$ cat config.mk
export PLATFORM = sky130hd
export DESIGN_NAME = traffic_lock_controller
export DESIGN_NICKNAME = d
export VERILOG_FILES = /design/src/rtl/traffic_lock_pkg.sv /design/src/rtl/key_press_detect.sv /design/src/rtl/traffic_lock_controller.sv
export SDC_FILE = /design/constraint.sdc
export NUM_CORES = 1
export LEC_CHECK = 0
export ABC_AREA = 1
export BUFFER_PORTS_ARGS = -buffer_cell sky130_fd_sc_hd__buf_2
export CORE_MARGIN = 5
export CORE_UTILIZATION = 50
export DETAILED_ROUTE_END_ITERATION = 7
export PLACE_DENSITY = 0.74
export SLEW_MARGIN = 20
export SYNTH_ARGS = -nofsm -noshare
export SYNTH_HDL_FRONTEND = slang
export SYNTH_SLANG_ARGS = --single-unit
$ cat constraint.sdc
create_clock -name clock -period 2.3 [get_ports clock]
set_input_delay 0.575 -clock clock [delete_from_list [all_inputs] [get_ports clock]]
set_output_delay 0.575 -clock clock [all_outputs]
set_load 0.1 [all_outputs]
$ cat src/rtl/traffic_lock_pkg.sv
// Shared state types and width helper for the traffic light / sequence lock controller.
package traffic_lock_pkg;

    typedef enum logic [1:0] {TL_RED, TL_GREEN, TL_YELLOW} traffic_state_t;
    typedef enum logic [1:0] {LK_IDLE, LK_ENTRY, LK_OPEN, LK_LOCKOUT} lock_state_t;

    // Bits needed to hold values 0..n-1, never less than one bit.
    function automatic int width_of(input int n);
        return (n <= 2) ? 1 : $clog2(n);
    endfunction

endpackage

$ cat src/rtl/key_press_detect.sv
// Rising-edge detector for a key bus: flags a press, its lowest rising index,
// and whether more than one bit rose in the same cycle.
module key_press_detect
    import traffic_lock_pkg::*;
#(
    parameter int W = 4
) (
    input  logic                     clock,
    input  logic                     reset,
    input  logic [W-1:0]             level,
    output logic                     press_valid,
    output logic [width_of(W)-1:0]   press_idx,
    output logic                     multi
);

    localparam int IW = width_of(W);

    logic [W-1:0] history;
    logic [W-1:0] rose;

    always_ff @(posedge clock) begin
        if (reset) history <= '0;
        else       history <= level;
    end

    assign rose        = level & ~history;
    assign press_valid = |rose;
    // Clearing the lowest set bit leaves something only if two or more bits rose.
    assign multi       = |(rose & (rose - 1'b1));

    always_comb begin
        press_idx = '0;
        for (int i = W - 1; i >= 0; i--) begin
            if (rose[i]) press_idx = IW'(i);
        end
    end

endmodule

$ cat src/rtl/traffic_lock_controller.sv
// Tick-driven traffic light FSM plus programmable N-key sequence lock with relock and lockout.
// Optional pedestrian cut-short of GREEN is built when PED_REQUEST_EN is defined.
module traffic_lock_controller
    import traffic_lock_pkg::*;
#(
    parameter int KEY_W         = 4,
    parameter int SEQ_LEN       = 4,
    parameter int T_RED         = 3,
    parameter int T_GREEN       = 3,
    parameter int T_YELLOW      = 1,
    parameter int OPEN_TICKS    = 4,
    parameter int MAX_ERRORS    = 3,
    parameter int LOCKOUT_TICKS = 5,
    parameter int T_MIN_GREEN   = 1,
    localparam int IDX_W = width_of(KEY_W),
    localparam int PW    = width_of(SEQ_LEN + 1),
    localparam int EW    = width_of(MAX_ERRORS + 1)
) (
    input  logic                     clock,
    input  logic                     reset,
    input  logic                     tick,
    input  logic [KEY_W-1:0]         key,
    input  logic [SEQ_LEN*IDX_W-1:0] code,
    input  logic                     ped_req,
    output logic                     lamp_red,
    output logic                     lamp_yellow,
    output logic                     lamp_green,
    output logic                     lock_open,
    output logic                     lock_lockout,
    output logic [PW-1:0]            lock_progress,
    output logic [EW-1:0]            err_count
);

    localparam int T_MAX  = (T_RED > T_GREEN) ? ((T_RED > T_YELLOW) ? T_RED : T_YELLOW)
                                              : ((T_GREEN > T_YELLOW) ? T_GREEN : T_YELLOW);
    localparam int TW     = width_of(T_MAX);
    localparam int LT_MAX = (OPEN_TICKS > LOCKOUT_TICKS) ? OPEN_TICKS : LOCKOUT_TICKS;
    localparam int LW     = width_of(LT_MAX);

    if (KEY_W < 2 || KEY_W > 8)                  begin : g_bad_key_w   $error("KEY_W out of range");       end
    if (SEQ_LEN < 1 || SEQ_LEN > 8)              begin : g_bad_seq_len $error("SEQ_LEN out of range");     end
    if (T_RED < 1 || T_GREEN < 1 || T_YELLOW < 1) begin : g_bad_phase  $error("phase length must be >=1"); end
    if (OPEN_TICKS < 1 || LOCKOUT_TICKS < 1)     begin : g_bad_lk_time $error("lock timers must be >=1");  end
    if (MAX_ERRORS < 1)                          begin : g_bad_max_err $error("MAX_ERRORS must be >=1");   end
    if (T_MIN_GREEN < 1 || T_MIN_GREEN > T_GREEN) begin : g_bad_min_g  $error("T_MIN_GREEN out of range"); end

    traffic_state_t traffic_state;
    logic [TW-1:0]  phase_timer;
    lock_state_t    lock_state;
    logic [LW-1:0]  lock_timer;

    logic             press_valid;
    logic [IDX_W-1:0] press_idx;
    logic             multi;
    logic [IDX_W-1:0] slot;
    logic             slot_match;
    logic             ped_cut;

    key_press_detect #(.W(KEY_W)) u_key_detect (
        .clock       (clock),
        .reset       (reset),
        .level       (key),
        .press_valid (press_valid),
        .press_idx   (press_idx),
        .multi       (multi)
    );

`ifdef PED_REQUEST_EN
    logic ped_rise;
    logic unused_ped_idx;
    logic unused_ped_multi;
    logic ped_pending;
    logic enter_yellow;

    key_press_detect #(.W(1)) u_ped_detect (
        .clock       (clock),
        .reset       (reset),
        .level       (ped_req),
        .press_valid (ped_rise),
        .press_idx   (unused_ped_idx),
        .multi       (unused_ped_multi)
    );

    assign ped_cut      = ped_pending && (phase_timer >= TW'(T_MIN_GREEN - 1));
    assign enter_yellow = (traffic_state == TL_GREEN) && tick &&
                          ((phase_timer == TW'(T_GREEN - 1)) || ped_cut);

    // A new request in the same cycle GREEN ends is kept for the next GREEN.
    always_ff @(posedge clock) begin
        if (reset)             ped_pending <= 1'b0;
        else if (ped_rise)     ped_pending <= 1'b1;
        else if (enter_yellow) ped_pending <= 1'b0;
    end
`else
    logic unused_ped;
    assign unused_ped = ped_req;
    assign ped_cut    = 1'b0;
`endif

    always_ff @(posedge clock) begin
        if (reset) begin
            traffic_state <= TL_RED;
            phase_timer   <= '0;
        end else begin
            case (traffic_state)
                TL_RED: if (tick) begin
                    if (phase_timer == TW'(T_RED - 1)) begin
                        traffic_state <= TL_GREEN;
                        phase_timer   <= '0;
                    end else phase_timer <= phase_timer + 1'b1;
                end
                TL_GREEN: if (tick) begin
                    if (phase_timer == TW'(T_GREEN - 1) || ped_cut) begin
                        traffic_state <= TL_YELLOW;
                        phase_timer   <= '0;
                    end else phase_timer <= phase_timer + 1'b1;
                end
                TL_YELLOW: if (tick) begin
                    if (phase_timer == TW'(T_YELLOW - 1)) begin
                        traffic_state <= TL_RED;
                        phase_timer   <= '0;
                    end else phase_timer <= phase_timer + 1'b1;
                end
                default: begin
                    traffic_state <= TL_RED;
                    phase_timer   <= '0;
                end
            endcase
        end
    end

    // Unused encodings light red so exactly one lamp is always on.
    assign lamp_green  = (traffic_state == TL_GREEN);
    assign lamp_yellow = (traffic_state == TL_YELLOW);
    assign lamp_red    = !(lamp_green || lamp_yellow);

    assign slot       = code[int'(lock_progress) * IDX_W +: IDX_W];
    assign slot_match = !multi && (int'(slot) < KEY_W) && (slot == press_idx);

    always_ff @(posedge clock) begin
        if (reset) begin
            lock_state    <= LK_IDLE;
            lock_progress <= '0;
            err_count     <= '0;
            lock_timer    <= '0;
        end else begin
            case (lock_state)
                LK_IDLE, LK_ENTRY: if (press_valid) begin
                    if (slot_match) begin
                        if (lock_progress == PW'(SEQ_LEN - 1)) begin
                            lock_state    <= LK_OPEN;
                            lock_progress <= '0;
                            err_count     <= '0;
                            lock_timer    <= '0;
                        end else begin
                            lock_state    <= LK_ENTRY;
                            lock_progress <= lock_progress + 1'b1;
                        end
                    end else begin
                        lock_progress <= '0;
                        err_count     <= err_count + 1'b1;
                        if (err_count == EW'(MAX_ERRORS - 1)) begin
                            lock_state <= LK_LOCKOUT;
                            lock_timer <= '0;
                        end else lock_state <= LK_IDLE;
                    end
                end
                LK_OPEN: if (tick) begin
                    if (lock_timer == LW'(OPEN_TICKS - 1)) begin
                        lock_state <= LK_IDLE;
                        lock_timer <= '0;
                    end else lock_timer <= lock_timer + 1'b1;
                end
                LK_LOCKOUT: if (tick) begin
                    if (lock_timer == LW'(LOCKOUT_TICKS - 1)) begin
                        lock_state <= LK_IDLE;
                        lock_timer <= '0;
                        err_count  <= '0;
                    end else lock_timer <= lock_timer + 1'b1;
                end
                default: begin
                    lock_state    <= LK_IDLE;
                    lock_progress <= '0;
                    lock_timer    <= '0;
                end
            endcase
        end
    end

    assign lock_open    = (lock_state == LK_OPEN);
    assign lock_lockout = (lock_state == LK_LOCKOUT);

endmodule
# Word level (Yosys, flattened, before mapping)
# Cells that the tools add are included.
totals:
  regBits: 18
classes:
  n_addsub: 5
  eq_ne: 25
  shifts: 1
  n_mux: 40
  n_bitwise: 3
  n_reduce_logical: 18
ops:
  columns: ["cell", "n"]
  rows:
  - ["two-way mux 2 bit", 25]
  - ["two-way mux 3 bit", 10]
  - ["AND reduction 5 bit", 3]
  - ["!= test 2 bit (second input constant)", 7]
  - ["case mux 2 bit (3 select lines)", 2]
  - ["equality test 2 bit (second input constant)", 5]
  - ["!= test 2 x 1 -> 1 bit (second input constant)", 5]
  - ["case mux 3 bit (3 select lines)", 1]
  - ["bitwise AND 4 bit", 2]
  - ["case mux 2 bit (2 select lines)", 2]
  - ["OR reduction 4 bit", 2]
  - ["variable part select 8 x 5 -> 2 bit", 1]
  - ["adder 3 x 1 -> 3 bit (second input constant)", 2]
  - ["equality test 3 x 2 -> 1 bit (second input constant)", 2]
  - ["logical NOT 2 bit", 3]
  - ["!= test 3 bit (second input constant)", 2]
  - ["AND reduction 6 bit", 1]
  - ["adder 2 x 1 -> 2 bit (second input constant)", 2]
  - ["equality test 2 x 1 -> 1 bit (second input constant)", 2]
  - ["inverter 4 bit", 1]
  - ["AND reduction 2 bit", 2]
  - ["OR reduction 2 bit", 2]
  - ["subtractor 4 x 1 -> 4 bit (second input constant)", 1]
  - ["equality test 3 bit (second input constant)", 1]
  - ["5 further kinds", 6]

# Longest topological paths before layout
# Gate-level depths: netlist of the first run.
logic_depth:
  word_depth: 11
  depth_mapped: 16
  ltp_nobuf: 16

# Cells and area by module
# From an unflattened synthesis of the first run, not the netlist that was laid out.
unflattened:
  cells_unflattened: 199
  hier_area_um2: 1295.0
by_module_without_submodules:
  columns: ["mod", "instances", "cells_each", "area_each_um2", "seq_area_each_um2"]
  rows:
  - ["traffic_lock_controller", 1, 167, 1097.3, 280.3]
  - ["key_press_detect", 1, 32, 197.7, 80.1]

# Worst setup path before layout of the first run
# No wires, ideal clock.
synth_path:
  path_type: "register to output"
  startpoint: "register lock_state[1]"
  endpoint: "output port lock_open"
  t_arrival_ns: 1.793
  slack_ns: -0.068
  stages_incl_launch_ff: 3
  n_path_buf: 0
  cell_sequence: "dfxtp_1 inv_1 nor2_1"
synth_via:
  elab_chain_cells: 1
synth_rtl:
  columns: ["item", "line_no", "rtl"]
  rows:
  - ["start: declaration", "traffic_lock_controller.sv:49", "lock_state_t lock_state;"]
  - ["start signal: assignment", "traffic_lock_controller.sv:142", "lock_state <= LK_IDLE;"]
  - ["start signal: assignment", "traffic_lock_controller.sv:151", "lock_state <= LK_OPEN;"]
  - ["start signal: assignment", "traffic_lock_controller.sv:156", "lock_state <= LK_ENTRY;"]
  - ["equality test 2 bit", "traffic_lock_controller.sv:190", "assign lock_open = (lock_state == LK_OPEN);"]
  - ["end: declaration", "traffic_lock_controller.sv:28", "output logic lock_open,"]
# No other way between the ends.

# Worst setup path in the final report of the first run
layout_path:
  startpoint: "register traffic_state[0]"
  endpoint: "output port lamp_red"
layout_via:
  elab_chain_cells: 3
layout_rtl:
  columns: ["item", "line_no", "rtl"]
  rows:
  - ["start: declaration", "traffic_lock_controller.sv:47", "traffic_state_t traffic_state;"]
  - ["start signal: assignment", "traffic_lock_controller.sv:102", "traffic_state <= TL_RED;"]
  - ["start signal: assignment", "traffic_lock_controller.sv:108", "traffic_state <= TL_GREEN;"]
  - ["start signal: assignment", "traffic_lock_controller.sv:114", "traffic_state <= TL_YELLOW;"]
  - ["equality test 2 x 1 -> 1 bit / equality test 2 bit (equally long branches)", "traffic_lock_controller.sv:133, traffic_lock_controller.sv:134", null]
  - ["logical OR 1 bit *", "traffic_lock_controller.sv:135", "assign lamp_red = !(lamp_green || lamp_yellow);"]
  - ["logical NOT 1 bit *", "traffic_lock_controller.sv:135", null]
  - ["end: declaration", "traffic_lock_controller.sv:25", "output logic lamp_red,"]
# Every way passes the cells marked *; elsewhere a longest branch is shown, timed or not.

==> impl_metrics.json, run 1 <==
{
  "synth_edf_count": 0,
  "grt_overflow_total": 0,
  "fin_nets": 254,
  "post_cts_buffers": 0,
  "syn-num-nets": 226,
  "rr_endpoint": "lock_timer[0]$_SDFFE_PP0P_",
  "yosys.area.top_type": "dfxtp_1",
  "synth.area.top_cells": "dfxtp_1, inv_1, nand2_1, ha_1, nor2_1",
  "synth_seq_cells": 18,
  "clkSinkCount": 18,
  "worst-r2r-setup-slack_ns": 0.60,
  "fin_ws_ns": 0.1904,
  "critical_path.slowest_cell": "buf_2",
  "reg2reg_from": "lock_progress[0]$_SDFFE_PP0P_",
  "cts_made_buffers": 3,
  "p_total_mw": 1.764,
  "crit_chain": "inv_1, ha_1, inv_1, buf_2",
  "wl_per_cell_um": 9.862,
  "fin_crit_ns": 2.110,
  "worstSetupEndpointType": "output port",
  "crit_family": "buffers and inverters",
  "crit_arrival_ns": 1.53,
  "final-hold-violation-count": 0,
  "drc": 0,
  "syn-instance-count": 197,
  "critical_path.max_stage_delay_ns": 0.41,
  "drt_first_pass_iters": 4,
  "required_ns": 1.73,
  "start_util_pct": 51.63,
  "path_depth": 4,
  "fmax_mhz": 474.0,
  "core_area_um2": 2455,
  "drv_slew": 0,
  "min_path_type": "reg2reg",
  "clockRootBuffer": "clkbuf_4",
  "async_flop_share_pct": 0,
  "status": "completed",
  "area_growth_syn_to_layout_pct": 14.12,
  "synth_top_area_share_pct": 28.43,
  "crit_type": "reg2out",
  "p_per_area_nw_per_um2": 1220,
  "synth_ff_type": "dfxtp_1",
  "peakVddDrop_mv": 1.020,
  "cp_max_fo": 4,
  "clk-insertion-delay-late_ns": 0.30,
  "die_h_um": 60.35,
  "ios": 26,
  "row_count": 18,
  "clockBufferDepth": 2,
  "dpl_cell_area_um2": 1424,
  "post-route-cell-area_um2": 1446,
  "place_ws_ns": 0.3711,
  "die_x_um": 60.35,
  "reg2regPathDepth": 15,
  "die_area_um2": 3642,
  "drt_iter0_drc": 41,
  "cts_resized": 0,
  "finalCritPeriodShare_pct": 91.72,
  "maxCapViolCount": 0,
  "crit_buf_inv": 3,
  "ant_nets": 0,
  "power.leakage_nw": 0.8176,
  "port_buffers": 24,
  "syn-cell-area_um2": 1267,
  "finClkSkew_ns": 0.002027,
  "startpoint": "traffic_state[0]$_SDFFE_PP0P_",
  "cp_common_cell": "inv_1",
  "rsz0062_at_grt": "false",
  "antenna_found_initial": 0,
  "grt_pass1_vias": 1084,
  "fin_cells": 253,
  "grt_pass1_wl_mm": 4.243,
  "endpoint": "lamp_red",
  "slew_headroom_pct": 67.66,
  "ys_types": 21,
  "hpwl_mm": 2.008,
  "final-setup-viol-count": 0,
  "tightest_slew_ns": 0.4884,
  "hold_depth": 2,
  "yosysSeqAreaShare_pct": 28.43,
  "cts_tree": "built",
  "vias": 1184,
  "antenna_cells": 0,
  "cts_hold_buffers": 0,
  "routed_via_density": 4.680,
  "htreeDepth": 1,
  "tns_ns": 0,
  "grt.total_usage_pct": 15.38,
  "cp-start-kind": "flip-flop",
  "grt_start_max_net_pins": 12,
  "dp.cells": 250,
  "routed_wl_mm": 2.495,
  "avgSynthCellArea_um2": 6.434,
  "clkTransAtPathRegs_ns": 0.10,
  "drive_gt1_share_pct": 17.04,
  "yosysWarnings": 0,
  "gp_congestion": 0.8091
}
## worst min path at each step
stage	startpoint	to	slack [ns]
after floorplan	phase_timer[1]$_SDFFE_PP0P_	phase_timer[1]$_SDFFE_PP0P_	0.46
after detailed placement	lock_progress[2]$_SDFFE_PP0P_	lock_progress[2]$_SDFFE_PP0P_	0.46
final	lock_progress[2]$_SDFFE_PP0P_	lock_progress[2]$_SDFFE_PP0P_	0.47
after global placement	lock_progress[2]$_SDFFE_PP0P_	lock_progress[2]$_SDFFE_PP0P_	0.45
after CTS	lock_progress[2]$_SDFFE_PP0P_	lock_progress[2]$_SDFFE_PP0P_	0.47
after global routing	key[1]	u_key_detect.history[1]$_SDFF_PP0_	0.48
## through the flow
step / util [%] / hold WS (ns)
final: 58.92 / 0.4747
after global routing: 58.92 / 0.4825
after CTS: 58.92 / 0.4739
after detailed placement: 58.00 / 0.4584
after global placement: 58.00 / 0.4499
after floorplan: - / 0.4602
## flip-flops by register name, summed over array words and instances, names as in the netlist
register / cells
u_key_detect.history: 4
lock_progress: 3
lock_timer: 3
err_count: 2
lock_state: 2
phase_timer: 2
traffic_state: 2
## area by class of cell
type / instances / area (um^2)
multi-input combinational: 131 / 729.5
sequential: 18 / 360.3
fill: 268 / 1008
clock buffer: 3 / 22.52
timing repair buffer: 24 / 120.1
inverter: 47 / 176.4
tap: 30 / 37.54
## synth_stat cells (2+ instances only)
cell / count
a31oi_1: 2
inv_2: 2
nand2_1: 45
nor2_4: 2
nand2_4: 2
nand2_2: 2
inv_1: 45
dfxtp_1: 18
nand3_1: 13
a21oi_1: 11
nor2_1: 27
o21ai_1: 3
o21ai_0: 4
ha_1: 13
a22o_1: 2
## worst min-delay path, stage by stage, from the launching register on
cell	delay, ns
dfxtp_1	0.35
nand2_1	0.07
nor2_1	0.03
## per-layer routing
layer,vias up,routed length (um),GRT usage [%],share of wire [%]
li1,660,-,-,-
met1,496,1206,19.43,48
met2,24,1106,24.54,44
met3,4,125,2.553,5.0
met4,0,56,9.177,2.2
met5,-,0,0,0
## kinds of logic (layout without fill, tap and decap cells)
kind of cell / Yosys count / after routing / share of synthesized area, %
compound gates: 24 / 24 / 10.66
fa+ha+maj: 13 / 13 / 12.83
buf+inv: 48 / 74 / 14.21
flops: 18 / 18 / 28.43
simple gates: 94 / 94 / 33.86
## power breakdown
part | switching, mW | internal [mW]
clock | 0.103 | 0.0611
sequential | 0.0720 | 0.399
combinational | 0.830 | 0.300
## placed cells by master, fill, tap and decap left out
cell type / instances
nand4_2: 1
nor2_1: 26
nand3_1: 13
a31oi_1: 2
a21oi_1: 11
nand2_4: 2
o211ai_1: 1
nand3_4: 1
ha_1: 13
nand2_1: 45
dfxtp_1: 18
inv_1: 45
o31ai_1: 1
buf_2: 24
a22o_1: 2
inv_2: 2
clkbuf_4: 3
o21ai_1: 3
nand2_2: 2
nand4_1: 1
nor2_2: 1
o21ai_0: 4
nor2_4: 2
Note: power is estimated with default switching activity, not from simulation.
==> inputs of run 2 (changes only) <==
Settings changed: ABC_AREA 1 to 0.
==> impl_metrics.json, run 2 <==
{
  "critical_path.max_stage_delay_ns": 0.41,
  "largest_reg_flops": 4,
  "grt_pass1_wl_mm": 4.843,
  "grt_start_max_net_pins": 22,
  "async_flop_share_pct": 0,
  "synth_most_common_cell": "dfxtp_1",
  "cts_made_buffers": 3,
  "drt_first_pass_iters": 4,
  "synth_ff_type": "dfxtp_1",
  "synth_common_cells": "dfxtp_1, a21oi_1, ha_1",
  "cts_resized": 0,
  "yosys.area.top_type": "dfxtp_1",
  "cp-start-kind": "flip-flop",
  "drc": 0,
  "finalCritPeriodShare_pct": 91.91,
  "drt_iter0_drc": 12,
  "rsz0062_at_grt": "false",
  "clkSinkCount": 18,
  "crit_chain": "inv_1, ha_1, inv_1, buf_2",
  "grt_overflow_total": 0,
  "power.leakage_nw": 0.6006,
  "cts_hold_buffers": 0,
  "synth.area.top_cells": "dfxtp_1, ha_1, a21oi_1, nor2b_1, inv_1",
  "routed_wl_mm": 2.782,
  "tightest_slew_ns": 0.4916,
  "fmax_mhz": 473.1,
  "p_switching_uw": 541.0,
  "startpoint": "traffic_state[0]$_SDFFE_PP0P_",
  "slew_headroom_pct": 67.45,
  "p_seq_share_pct": 35.3,
  "die_area_um2": 3720,
  "synth_edf_count": 0,
  "die_h_um": 60.99,
  "clkTransAtPathRegs_ns": 0.11,
  "drive_gt1_share_pct": 24.72,
  "synth_seq_cells": 18,
  "antenna_found_initial": 0,
  "cp_max_fo": 4,
  "maxCapViolCount": 0,
  "port_buffers": 24,
  "vias": 1169,
  "cts_tree": "built",
  "clockRootBuffer": "clkbuf_4",
  "p_int_uw": 566.8,
  "htreeDepth": 1,
  "avgSynthCellArea_um2": 8.387,
  "antenna_cells": 0,
  "drv_slew": 0,
  "final-hold-violation-count": 0,
  "wl_per_cell_um": 13.38,
  "fin_nets": 209,
  "clkPwrFrac_pct": 14.6,
  "crit_arrival_ns": 1.54,
  "final_cell_mix": "buf_2, dfxtp_1, a21oi_1",
  "routed_via_density": 5.620,
  "required_ns": 1.73,
  "ant_nets": 0,
  "area_growth_syn_to_layout_pct": 13.38,
  "min_path_type": "in2reg",
  "syn-cell-area_um2": 1300,
  "start_util_pct": 52.47,
  "holdCritStartpoint": "key[0]",
  "core_area_um2": 2477,
  "syn-num-nets": 184,
  "peakVddDrop_mv": 0.7946,
  "p_per_area_nw_per_um2": 751.6,
  "fin_ws_ns": 0.1862,
  "reg2reg_from": "lock_progress[0]$_SDFFE_PP0P_",
  "largest_register": "u_key_detect.history",
  "clk-insertion-delay-late_ns": 0.30,
  "finClkSkew_ns": 0.007425,
  "status": "completed",
  "critical_path.slowest_cell": "dfxtp_1",
  "yosysWarnings": 0,
  "finalHoldWorstSlack_ns": 0.4952,
  "ys_types": 43,
  "post_cts_buffers": 0,
  "hpwl_mm": 2.152,
  "die_x_um": 60.99,
  "grt.total_usage_pct": 17.38,
  "synth_top_area_share_pct": 27.72,
  "clockBufferDepth": 2,
  "crit_type": "reg2out",
  "grt_pass1_vias": 1142,
  "place_ws_ns": 0.04368,
  "cp_common_cell": "inv_1",
  "top_regs": "u_key_detect.history: 4 flops, lock_progress: 3 flops, lock_timer: 3 flops",
  "final-setup-viol-count": 0,
  "yosysSeqAreaShare_pct": 27.72,
  "syn-instance-count": 155,
  "gp_congestion": 0.7817,
  "worstSetupEndpointType": "output port",
  "row_count": 18,
  "final_common_cell": "buf_2",
  "fin_crit_ns": 2.114,
  "switching_share_pct": 48.83,
  "ios": 26,
  "p_comb_share_pct": 50.1
}
-- run 2: changes by cell type after synthesis, sizes merged, moves of 4 or more --
cell,change
nand2,-36
nor2b,+10
nand2b,+6
inv,-34
nor3,+5
nand3,-12
clkbuf,+4
a21oi,+4
nor2,-18
-- run 2: final timing paths --
kind              depth (start not counted)  slack (ns)                                 end
setup / recovery                          4        0.19                            lamp_red
hold / removal                            2        0.50  u_key_detect.history[0]$_SDFF_PP0_
setup reg to reg                          6        0.24           err_count[1]$_SDFFE_PP0P_
hold reg to reg                           2        0.54          lock_timer[0]$_SDFFE_PP0P_
-- run 2: per-layer routing --
metal / wire length [um] / GRT usage (%)
met1: 1313 / 21.08
met2: 1300 / 29.16
met3: 116 / 3.191
met4: 51 / 8.978
met5: 0 / 0
-- run 2: area by class of cell --
cell class,instances,area [um^2]
multi-input cells,119,874.6
inverters,13,48.80
fillers,224,1003
flip-flops and latches,18,362.8
repair buffers,25,127.6
well taps,30,37.54
clock buffers,3,22.52
-- run 2: critical path: cells and delay by family (launching register included) --
kind,cells,cell delay [ns]
flip-flops,1,0.41
adder cells (fa/ha/maj),1,0.29
buffers and inverters,3,0.55
-- run 2: through the flow --
step           area, um^2   TNS [ns]  std cells  power (mW)  util, %
2_1_floorplan        1305  -0.009512        155      0.8537        -
3_3_place_gp         1451          0        205      0.9288    58.59
3_5_place_dp         1451          0        205      0.9526    58.59
4_1_cts              1474          0        208       1.115    59.49
5_1_grt              1474          0        208       1.173    59.49
6_report             1474          0        208       1.108    59.49
-- run 2: cells by family (layout without fill, tap and decap cells) --
logic type                 count (synthesis)  in the layout  share of synthesized area [%]
and+or+nand+nor                           64             64                          27.33
AOI/OAI and AO/OA                         37             37                          21.46
DFF                                       18             18                          27.72
buffers and inverters                     18             41                          5.197
adders and majority gates                 13             13                          12.51
muxes                                      5              5                          5.775
-- run 2: power by group through the flow --
stage / registers (mW) / logic (mW) / clock network [mW]
after global placement: 0.393 / 0.536 / 0
after detailed placement: 0.398 / 0.555 / 0
after CTS: 0.390 / 0.557 / 0.168
after floorplan: 0.449 / 0.405 / 0
final: 0.391 / 0.555 / 0.162
after global routing: 0.397 / 0.600 / 0.175
==> inputs of run 3 (changes only) <==
Settings changed: CORE_UTILIZATION 50 to 49, PLACE_DENSITY 0.74 to 0.75.
Clock period 2.3 ns to 1.8 ns, I/O delays scaled along.
==> impl_metrics.json, run 3 (same netlist as run 2, synthesis figures left out) <==
{
  "status": "finished with violations",
  "violations": "setup timing",
  "drc": 0,
  "p_per_area_nw_per_um2": 960.7,
  "drv_slew": 0,
  "htreeDepth": 1,
  "port_buffers": 24,
  "cts_made_buffers": 3,
  "place_ws_ns": -0.2959,
  "slew_headroom_pct": 67.65,
  "grt_start_max_net_pins": 22,
  "die_area_um2": 3783,
  "grt_pass1_vias": 1243,
  "fin_crit_ns": 1.938,
  "fmax_mhz": 516.0,
  "hpwl_mm": 2.389,
  "power.leakage_nw": 0.6702,
  "fin_ws_ns": -0.1379,
  "drive_gt1_share_pct": 34.22,
  "gp_congestion": 0.7948,
  "area_growth_syn_to_layout_pct": 29.07,
  "antenna_found_initial": 0,
  "fin_cells": 217,
  "worstSetupEndpointType": "flip-flop",
  "cts_tree": "built",
  "required_ns": 2.03,
  "min_path_type": "in2reg",
  "grt_overflow_total": 0,
  "cp_max_fo": 7,
  "drt_first_pass_iters": 4,
  "grt.total_usage_pct": 17.35,
  "clkSinkCount": 18,
  "cp-start-kind": "flip-flop",
  "finClkSkew_ns": 0.003094,
  "ios": 26,
  "rsz0062_at_grt": "true",
  "drt_iter0_drc": 79,
  "routed_via_density": 5.714,
  "final-hold-violation-count": 0,
  "tightest_slew_ns": 0.4886,
  "row_count": 18,
  "die_x_um": 61.51,
  "antenna_cells": 0,
  "dp.cells": 212,
  "multi_input_area_um2": 923.4,
  "finalCritPeriodShare_pct": 107.7,
  "wl_per_cell_um": 13.90,
  "clockRootBuffer": "clkbuf_4",
  "final-setup-viol-count": 10,
  "nFillCells": 210,
  "top_regs": "u_key_detect.history: 4 flops, lock_progress: 3 flops, lock_timer: 3 flops",
  "ant_nets": 0,
  "final_common_cell": "buf_2",
  "clockBufferDepth": 2,
  "grt_pass1_wl_mm": 5.030,
  "vias": 1240,
  "die_h_um": 61.51,
  "cts_hold_buffers": 0,
  "clk-insertion-delay-late_ns": 0.29,
  "core_area_um2": 2500,
  "layout.area.seq_um2": 369.1,
  "crit_arrival_ns": 2.16,
  "largest_register": "u_key_detect.history",
  "start_util_pct": 52.00,
  "peakVddDrop_mv": 1.490,
  "maxCapViolCount": 0,
  "final_cell_mix": "buf_2, a21oi_1, dfxtp_1",
  "fin_nets": 217,
  "clkTransAtPathRegs_ns": 0.11,
  "largest_reg_flops": 4,
  "crit_type": "reg2reg",
  "routed_wl_mm": 3.017
}
==> run 3: cell types whose count changed in the layout (fill, tap and decap cells not counted), sizes merged <==
cell and delta:
clkbuf +1, buf +8
==> run 3: power breakdown <==
group          switching (mW)  internal [mW]  leakage [nW]
combinational           0.549          0.317         0.499
sequential             0.0493          0.446         0.150
clock                   0.128          0.123        0.0210
total                   0.726          0.886         0.670
==> run 3: worst max-delay path: stages, from the launching register on <==
cell and delay (ns):
dfxtp_4 0.38, mux4_2 0.57, and4_4 0.19, o21ai_4 0.18, nand2_4 0.11, or3_1 0.32, a31oi_1 0.13
==> run 3: worst paths after layout <==
kind | slack (ns) | cells past startpoint | to | from
min reg2reg | 0.54 | 2 | traffic_state[1]$_SDFFE_PP0P_ | traffic_state[1]$_SDFFE_PP0P_
max | -0.14 | 6 | err_count[1]$_SDFFE_PP0P_ | lock_progress[0]$_SDFFE_PP0P_
max reg2reg | -0.14 | 6 | err_count[1]$_SDFFE_PP0P_ | lock_progress[0]$_SDFFE_PP0P_
min | 0.38 | 2 | u_key_detect.history[0]$_SDFF_PP0_ | key[0]
==> run 3: per-stage QoR <==
stage	setup TNS [ns]	hold WS (ns)	cell area [um^2]	total power [mW]	utilization, %
2_1_floorplan	-2.023	0.4815	1331	1.107	-
3_3_place_gp	-1.976	0.5031	1605	1.317	64.21
3_5_place_dp	-2.305	0.5053	1605	1.349	64.21
4_1_cts	-0.9301	0.3752	1654	1.609	66.17
5_1_grt	-1.753	0.3817	1678	1.718	67.12
6_report	-0.9164	0.3796	1678	1.612	67.12
==> run 3: layout make-up <==
class	count	share of cell area [%]
Sequential cell	18	22.00
Inverter	13	2.908
Tap cell	30	2.237
Clock buffer	4	2.163
Multi-Input combinational cell	119	55.03
Timing Repair Buffer	33	15.66
==> run 3: repair_timing <==
action | in CTS | in global routing
buffers inserted | 0 | 1
pin swaps | 0 | 2
gates resized for setup | 4 | 4
setup endpoints to repair | 10 | 11
==> run 3: metal layers <==
layer | share of wire (%) | track usage (%) | vias to the layer above
met5 | 0 | 0 | -
met4 | 0.89 | 4.545 | 0
met3 | 3.0 | 3.145 | 4
met2 | 56 | 34.68 | 21
met1 | 40 | 18.14 | 599
li1 | - | - | 616
